<file path="src/rtl/mc_pkg.sv">
// Shared encodings for the multicycle MIPS controller: FSM states, opcodes,
// datapath mux/ALU codes and the decoded opcode class.
package mc_pkg;

  typedef enum logic [3:0] {
    ST_INIT      = 4'd0,
    ST_FETCH     = 4'd1,
    ST_DECODE    = 4'd2,
    ST_MEM_ADDR  = 4'd3,
    ST_MEM_RD    = 4'd4,
    ST_MEM_WB    = 4'd5,
    ST_MEM_WR    = 4'd6,
    ST_R_EXEC    = 4'd7,
    ST_R_WB      = 4'd8,
    ST_BRANCH    = 4'd9,
    ST_ADDI_EXEC = 4'd10,
    ST_ADDI_WB   = 4'd11,
    ST_JUMP      = 4'd12
  } state_t;

  typedef enum logic [2:0] {
    CLS_LOAD    = 3'd0,
    CLS_STORE   = 3'd1,
    CLS_RTYPE   = 3'd2,
    CLS_BRANCH  = 3'd3,
    CLS_ADDI    = 3'd4,
    CLS_JUMP    = 3'd5,
    CLS_ILLEGAL = 3'd6
  } op_class_t;

  localparam logic [5:0] OP_RTYPE = 6'b000000;
  localparam logic [5:0] OP_LW    = 6'b100011;
  localparam logic [5:0] OP_LH    = 6'b100001;
  localparam logic [5:0] OP_LHU   = 6'b100101;
  localparam logic [5:0] OP_SW    = 6'b101011;
  localparam logic [5:0] OP_BEQ   = 6'b000100;
  localparam logic [5:0] OP_ADDI  = 6'b001000;
  localparam logic [5:0] OP_J     = 6'b000010;

  localparam logic [1:0] ALU_ADD   = 2'b00;
  localparam logic [1:0] ALU_SUB   = 2'b01;
  localparam logic [1:0] ALU_FUNCT = 2'b10;

  localparam logic [1:0] SRCB_B       = 2'b00;
  localparam logic [1:0] SRCB_FOUR    = 2'b01;
  localparam logic [1:0] SRCB_IMM     = 2'b10;
  localparam logic [1:0] SRCB_IMM_SL2 = 2'b11;

  localparam logic [1:0] PCSRC_ALU    = 2'b00;
  localparam logic [1:0] PCSRC_ALUOUT = 2'b01;
  localparam logic [1:0] PCSRC_JUMP   = 2'b10;

  localparam logic [1:0] LS_WORD   = 2'b00;
  localparam logic [1:0] LS_HALF_S = 2'b01;
  localparam logic [1:0] LS_HALF_U = 2'b10;

  function automatic logic [1:0] load_size_of(input logic [5:0] op);
    logic [1:0] ls;
    case (op)
      OP_LH:   ls = LS_HALF_S;
      OP_LHU:  ls = LS_HALF_U;
      default: ls = LS_WORD;
    endcase
    return ls;
  endfunction

endpackage

</file>
<file path="src/rtl/mc_op_class.sv">
// Maps the instruction opcode onto the instruction class that steers the
// DECODE transition.
module mc_op_class
  import mc_pkg::*;
(
  input  logic [5:0] opcode,
  output op_class_t  op_class
);

  // opcode to class lookup
  always_comb begin
    op_class = CLS_ILLEGAL;
    case (opcode)
      OP_LW, OP_LH, OP_LHU: op_class = CLS_LOAD;
      OP_SW:                op_class = CLS_STORE;
      OP_RTYPE:             op_class = CLS_RTYPE;
      OP_BEQ:               op_class = CLS_BRANCH;
      OP_ADDI:              op_class = CLS_ADDI;
      OP_J:                 op_class = CLS_JUMP;
      default:              op_class = CLS_ILLEGAL;
    endcase
  end

endmodule

</file>
<file path="src/rtl/multicycle_controller.sv">
// Moore control FSM for the multicycle MIPS datapath, with a memory ready
// handshake and a watchdog that aborts memory accesses that never complete.
module multicycle_controller
  import mc_pkg::*;
#(
  parameter int TIMEOUT_CYCLES = 255,
  parameter int CNT_W          = 16
) (
  input  logic       clk,
  input  logic       rst_n,
  input  logic [5:0] opcode,
  input  logic       mem_ready,
  output logic       pc_write,
  output logic       pc_write_cond,
  output logic       iord,
  output logic       mem_read,
  output logic       mem_write,
  output logic       ir_write,
  output logic       reg_dst,
  output logic       mem_to_reg,
  output logic       reg_write,
  output logic       alu_src_a,
  output logic [1:0] alu_src_b,
  output logic [1:0] alu_op,
  output logic [1:0] pc_source,
  output logic [1:0] load_size,
  output logic       illegal_op,
  output logic       mem_timeout,
  output logic [3:0] state
);

  localparam logic [CNT_W-1:0] WD_LAST = CNT_W'(TIMEOUT_CYCLES - 1);
  localparam logic [CNT_W-1:0] WD_ONE  = {{(CNT_W-1){1'b0}}, 1'b1};

  state_t           state_r;
  logic [5:0]       op_q_r;
  logic [CNT_W-1:0] wd_r;
  logic             illegal_op_r;
  logic             mem_timeout_r;
  op_class_t        op_class_s;
  logic             wd_wait_s;
  logic             wd_expire_s;

  mc_op_class u_op_class (
    .opcode   (opcode),
    .op_class (op_class_s)
  );

  // watchdog runs only while a memory-facing state is stalled
  always_comb begin
    wd_wait_s = 1'b0;
    case (state_r)
      ST_FETCH, ST_MEM_RD, ST_MEM_WR: wd_wait_s = !mem_ready;
      default:                        wd_wait_s = 1'b0;
    endcase
  end

  assign wd_expire_s = wd_wait_s && (wd_r == WD_LAST);

  // state sequencing, opcode latch, watchdog and status pulses
  always_ff @(posedge clk or negedge rst_n) begin
    if (!rst_n) begin
      state_r       <= ST_INIT;
      op_q_r        <= 6'd0;
      wd_r          <= {CNT_W{1'b0}};
      illegal_op_r  <= 1'b0;
      mem_timeout_r <= 1'b0;
    end else begin
      illegal_op_r  <= 1'b0;
      mem_timeout_r <= wd_expire_s;
      // any state change leaves the wait condition false, so this also clears on exit
      if (wd_wait_s && !wd_expire_s) begin
        wd_r <= wd_r + WD_ONE;
      end else begin
        wd_r <= {CNT_W{1'b0}};
      end
      case (state_r)
        ST_INIT:  state_r <= ST_FETCH;
        ST_FETCH: begin
          if (mem_ready) begin
            state_r <= ST_DECODE;
          end
        end
        ST_DECODE: begin
          op_q_r <= opcode;
          case (op_class_s)
            CLS_LOAD, CLS_STORE: state_r <= ST_MEM_ADDR;
            CLS_RTYPE:           state_r <= ST_R_EXEC;
            CLS_BRANCH:          state_r <= ST_BRANCH;
            CLS_ADDI:            state_r <= ST_ADDI_EXEC;
            CLS_JUMP:            state_r <= ST_JUMP;
            default: begin
              state_r      <= ST_FETCH;
              illegal_op_r <= 1'b1;
            end
          endcase
        end
        ST_MEM_ADDR: state_r <= (op_q_r == OP_SW) ? ST_MEM_WR : ST_MEM_RD;
        ST_MEM_RD: begin
          if (mem_ready) begin
            state_r <= ST_MEM_WB;
          end else if (wd_expire_s) begin
            state_r <= ST_FETCH;
          end
        end
        ST_MEM_WR: begin
          if (mem_ready || wd_expire_s) begin
            state_r <= ST_FETCH;
          end
        end
        ST_R_EXEC:    state_r <= ST_R_WB;
        ST_ADDI_EXEC: state_r <= ST_ADDI_WB;
        ST_MEM_WB, ST_R_WB, ST_BRANCH, ST_ADDI_WB, ST_JUMP: state_r <= ST_FETCH;
        default:      state_r <= ST_FETCH;
      endcase
    end
  end

  // per-state strobe decode; only FETCH looks at mem_ready
  always_comb begin
    pc_write      = 1'b0;
    pc_write_cond = 1'b0;
    iord          = 1'b0;
    mem_read      = 1'b0;
    mem_write     = 1'b0;
    ir_write      = 1'b0;
    reg_dst       = 1'b0;
    mem_to_reg    = 1'b0;
    reg_write     = 1'b0;
    alu_src_a     = 1'b0;
    alu_src_b     = SRCB_B;
    alu_op        = ALU_ADD;
    pc_source     = PCSRC_ALU;
    load_size     = LS_WORD;
    case (state_r)
      ST_FETCH: begin
        mem_read  = 1'b1;
        alu_src_b = SRCB_FOUR;
        ir_write  = mem_ready;
        pc_write  = mem_ready;
      end
      ST_DECODE: alu_src_b = SRCB_IMM_SL2;
      ST_MEM_ADDR, ST_ADDI_EXEC: begin
        alu_src_a = 1'b1;
        alu_src_b = SRCB_IMM;
      end
      ST_MEM_RD: begin
        mem_read = 1'b1;
        iord     = 1'b1;
      end
      ST_MEM_WB: begin
        reg_write  = 1'b1;
        mem_to_reg = 1'b1;
        load_size  = load_size_of(op_q_r);
      end
      ST_MEM_WR: begin
        mem_write = 1'b1;
        iord      = 1'b1;
      end
      ST_R_EXEC: begin
        alu_src_a = 1'b1;
        alu_op    = ALU_FUNCT;
      end
      ST_R_WB: begin
        reg_write = 1'b1;
        reg_dst   = 1'b1;
      end
      ST_BRANCH: begin
        alu_src_a     = 1'b1;
        alu_op        = ALU_SUB;
        pc_write_cond = 1'b1;
        pc_source     = PCSRC_ALUOUT;
      end
      ST_ADDI_WB: reg_write = 1'b1;
      ST_JUMP: begin
        pc_write  = 1'b1;
        pc_source = PCSRC_JUMP;
      end
      default: pc_write = 1'b0;
    endcase
  end

  assign illegal_op  = illegal_op_r;
  assign mem_timeout = mem_timeout_r;
  assign state       = state_r;

endmodule

</file>
<file path="config.mk">
export PLATFORM = sky130hd
export DESIGN_NAME = multicycle_controller
export DESIGN_NICKNAME = d
export VERILOG_FILES = /design/src/rtl/mc_pkg.sv /design/src/rtl/mc_op_class.sv /design/src/rtl/multicycle_controller.sv
export SDC_FILE = /design/constraint.sdc
export NUM_CORES = 1
export LEC_CHECK = 0
export BUFFER_PORTS_ARGS = -buffer_cell sky130_fd_sc_hd__buf_2
export CAP_MARGIN = 20
export CORE_AREA = 5 5 68 70
export DETAILED_ROUTE_END_ITERATION = 8
export DIE_AREA = 0 0 73 75
export PLACE_DENSITY_LB_ADDON = 0.12
export SLEW_MARGIN = 40
export SYNTH_ARGS = -nofsm -noshare
export SYNTH_HDL_FRONTEND = slang
export SYNTH_SLANG_ARGS = --single-unit
</file>
<file path="constraint.sdc">
create_clock -name clk -period 2.6 [get_ports clk]
set_clock_uncertainty 0.15 [all_clocks]
set_input_delay 0.39 -clock clk [delete_from_list [all_inputs] [get_ports clk]]
set_output_delay 0.39 -clock clk [all_outputs]
set_load 0.02 [all_outputs]
</file>
==> flow_summary_export.csv <==
group,metric,value,unit
outcome,outcome,"complete, no violations",
sta,hold_viol,0,
power_and_ir_drop,irDropWorstVdd,0.000328,V
critical_path,reg2reg_depth,5,
detailed_routing,final_antenna_net_count,0,
floorplan,core,3910,um2
sta,fin_setup_tns,0,ns
synth,yosys_most_used_dff,"dfrtp_1",
layout,area_growth,13.6,%
power_and_ir_drop,power.share.clock,0.161,
global_route,grt_pass1_wl,6.01,mm
synth,synth_seq_area_share,0.416,
power_and_ir_drop,power_density,725,nW/um2
power_and_ir_drop,power_frac_comb,0.395,
detailed_routing,first_pass_iters,4,
layout,n_antenna_cell,0,
place,post-place-ws,0.0479,ns
layout,fin_cells,269,
sta,rsz0062_at_grt,"false",
floorplan,io_pins,33,
run,cap_violations,0,
layout,nets,235,
sta,tightest_slew,0.614,ns
detailed_routing,viasPerCell,5.27,
layout,final_core_util,0.489,
synth,synthesis.area,1690,um2
power_and_ir_drop,seqPwrFrac,0.444,
synth,synth_top_area_cell,"dfrtp_1",
synth,synth-seq-cells,28,
layout,num-fill-cells,403,
clocking,cts.sinks,28,
hold_path,hold_depth,2,
place,port_buffers,32,
synth,synthCells,191,
global_route,grt_max_degree,29,
power_and_ir_drop,p_sw,0.000554,W
clocking,clockBufferDepth,2,
sta,final.setup.worst_slack,0.247,ns
detailed_routing,routed_wl,3.59,mm
sta,maxSlewHeadroom,0.591,
detailed_routing,drt-wirelength-per-cell,13.3,um
synth,yosys.area.top_type_share,0.416,
detailed_routing,drt_iter0_markers,62,
synth,synth_commonest_cells,"33 x nor2_1, 28 x dfrtp_1, 15 x nand2_1",
hold_path,min_from,"opcode[5]",
sta,setup_viol,0,
floorplan,num_rows,23,
place,dpl-instance-area,1860,um2
synth,synth_edf_count,0,
detailed_routing,vias,1418,
detailed_routing,drc,0,
place,globalplace.congestion,0.814,
power_and_ir_drop,p_int,0.000833,W
layout,multi_input_area,906,um2
sta,fin_crit_sh,0.905,
critical_path,r2r_end,"state[1]$_DFFE_PN0P_",
critical_path,cp-start-kind,"flop",
synth,yosysMostFrequentCell,"nor2_1",
hold_path,min_path_type,"in -> reg",
clocking,cts-buffers-inserted,3,
place,dpl.cell_count,265,
floorplan,die_w,73,um
critical_path,crit_fanout,18,
critical_path,arrival,1.81,ns
floorplan,die_h,75,um
critical_path,r2r-start,"state[1]$_DFFE_PN0P_",
synth,async_flop_share,1.00,
clocking,cts_root_buf,"clkbuf_8",
layout,seqCellArea,701,um2
global_route,grt-ovfl-total,0,
power_and_ir_drop,sw_frac_of_total,0.399,
synth,synth.avg_cell_area,8.82,um2
synth,syn_nets,205,
synth,yosysUniqueCellTypes,37,
synth,yosys-top-cells-area,"dfrtp_1 42%, nor2_1 7.3%, xnor2_1 4.2%",
sta,min_period,2.35,ns
clocking,clock_latency,0.27,ns
clocking,clkTransAtPathRegs,0.08,ns
global_route,grt_pass1_vias,1328,
clocking,cts_tree,"done",
critical_path,end_kind,"output pin",
clocking,htreeDepth,1,
hold_path,min_to,"op_q_r[5]$_DFFE_PN0P_",
layout,drive_gt1_frac,0.210,
power_and_ir_drop,p_leak,0.883,nW
floorplan,start_util,0.431,
sta,max_freq,425,MHz
layout,final_cell_area,1910,um2
synth,yosysWarnings,0,
sta,finalMaxSlewViolations,0,
critical_path,worst-setup-path-type,"reg -> out",
global_route,antenna_found_initial,0,
critical_path,r2r_slack,0.49,ns
clocking,post_cts_resized,0,
floorplan,die_area,5480,um2
place,dp_hpwl,2.78,mm
critical_path,critPathRequiredTime,2.06,ns
global_route,track_usage,0.138,
## metal layers
| metal | vias to the layer above | wire length [um] | global-route usage |
|---|---|---|---|
| met5 | - | 0 | 0 |
| met4 | 0 | 19 | 0.0369 |
| met3 | 2 | 204 | 0.0240 |
| met2 | 29 | 1770 | 0.244 |
| met1 | 680 | 1590 | 0.173 |
| li1 | 707 | - | - |
## flip-flops by register name (all words and copies together) (netlist names)
name         cells
mem_timeout      1
op_q_r           6
state            4
illegal_op       1
wd_r            16
## repair_timing
| action | in CTS | in global routing |
|---|---|---|
| setup buffers | 0 | 0 |
| hold buffers | 1 | 0 |
| setup endpoints to repair | 0 | 0 |
| endpoints found under the hold margin | 28 | 0 |
## cells in the final DEF, fill, tap and decap left out, drive strengths merged
cell type    instances
nor3                 9
nand2               16
a311o                1
and3                 3
nand2b               6
a211oi               2
xor2                 8
a21oi                5
or4                  1
xnor2                8
or3                  4
nand4                4
o31ai                3
nand3                6
nor2                33
inv                  7
o21ai                8
or2                  1
nor4b                1
o21a                 1
nor2b                7
ha                   5
a22oi                2
nand3b               1
a31oi                1
a31o                 1
mux2                 6
o22ai                2
buf                 33
clkbuf               3
and2                 1
o221ai               1
dfrtp               28
dlygate4sd3          1
## power by group through the flow
stage	Clock (W)	Combinational, W	Sequential [W]
2_1_floorplan	0	0.000413	0.000599
3_3_place_gp	0	0.000550	0.000619
3_5_place_dp	0	0.000554	0.000624
4_1_cts	0.000233	0.000557	0.000615
5_1_grt	0.000248	0.000612	0.000629
6_report	0.000223	0.000548	0.000616
## metrics by stage
step / hold WS (ns) / total power (W)
6_report: 0.241 / 0.00139
3_3_place_gp: 0.291 / 0.00117
3_5_place_dp: 0.288 / 0.00118
4_1_cts: 0.237 / 0.00141
2_1_floorplan: -0.0556 / 0.00101
5_1_grt: 0.241 / 0.00149
## critical path, cell delays in order (launching register included)
cell	delay, ns
dfrtp_1	0.59
nand2b_1	0.30
nor2_1	0.23
nand2_1	0.10
nor3_1	0.14
buf_2	0.19
## layout make-up
type,instances,share of cell area
multi-input cells,147,0.473
flip-flops and latches,28,0.366
repair buffers,34,0.0928
well taps,50,0.0327
clock buffers,3,0.0216
inverters,7,0.0137
## kinds of logic (layout without fill, tap and decap cells)
kind of cell	Yosys count	count (layout)	synth area share
buffers and inverters	16	44	0.0468
adder cells (fa/ha/maj)	5	5	0.0371
AND/OR/NAND/NOR	93	93	0.275
XOR/XNOR	16	16	0.0832
AO/OA/AOI/OAI	27	27	0.102
multiplexers	6	6	0.0401
flip-flops	28	28	0.416
## worst max-delay path by stage
stage,from,to,slack [ns],depth (start not counted)
global route,state[3]$_DFFE_PN0P_,load_size[1],0.01,5
global placement,opcode[0],state[1]$_DFFE_PN0P_,0.08,10
CTS,state[3]$_DFFE_PN0P_,load_size[1],0.23,5
floorplan,state[3]$_DFFE_PN0P_,pc_write,0.22,5
finish,state[3]$_DFFE_PN0P_,load_size[1],0.25,5
detailed placement,opcode[0],state[1]$_DFFE_PN0P_,0.05,10
(Power assumes the default switching activity.)
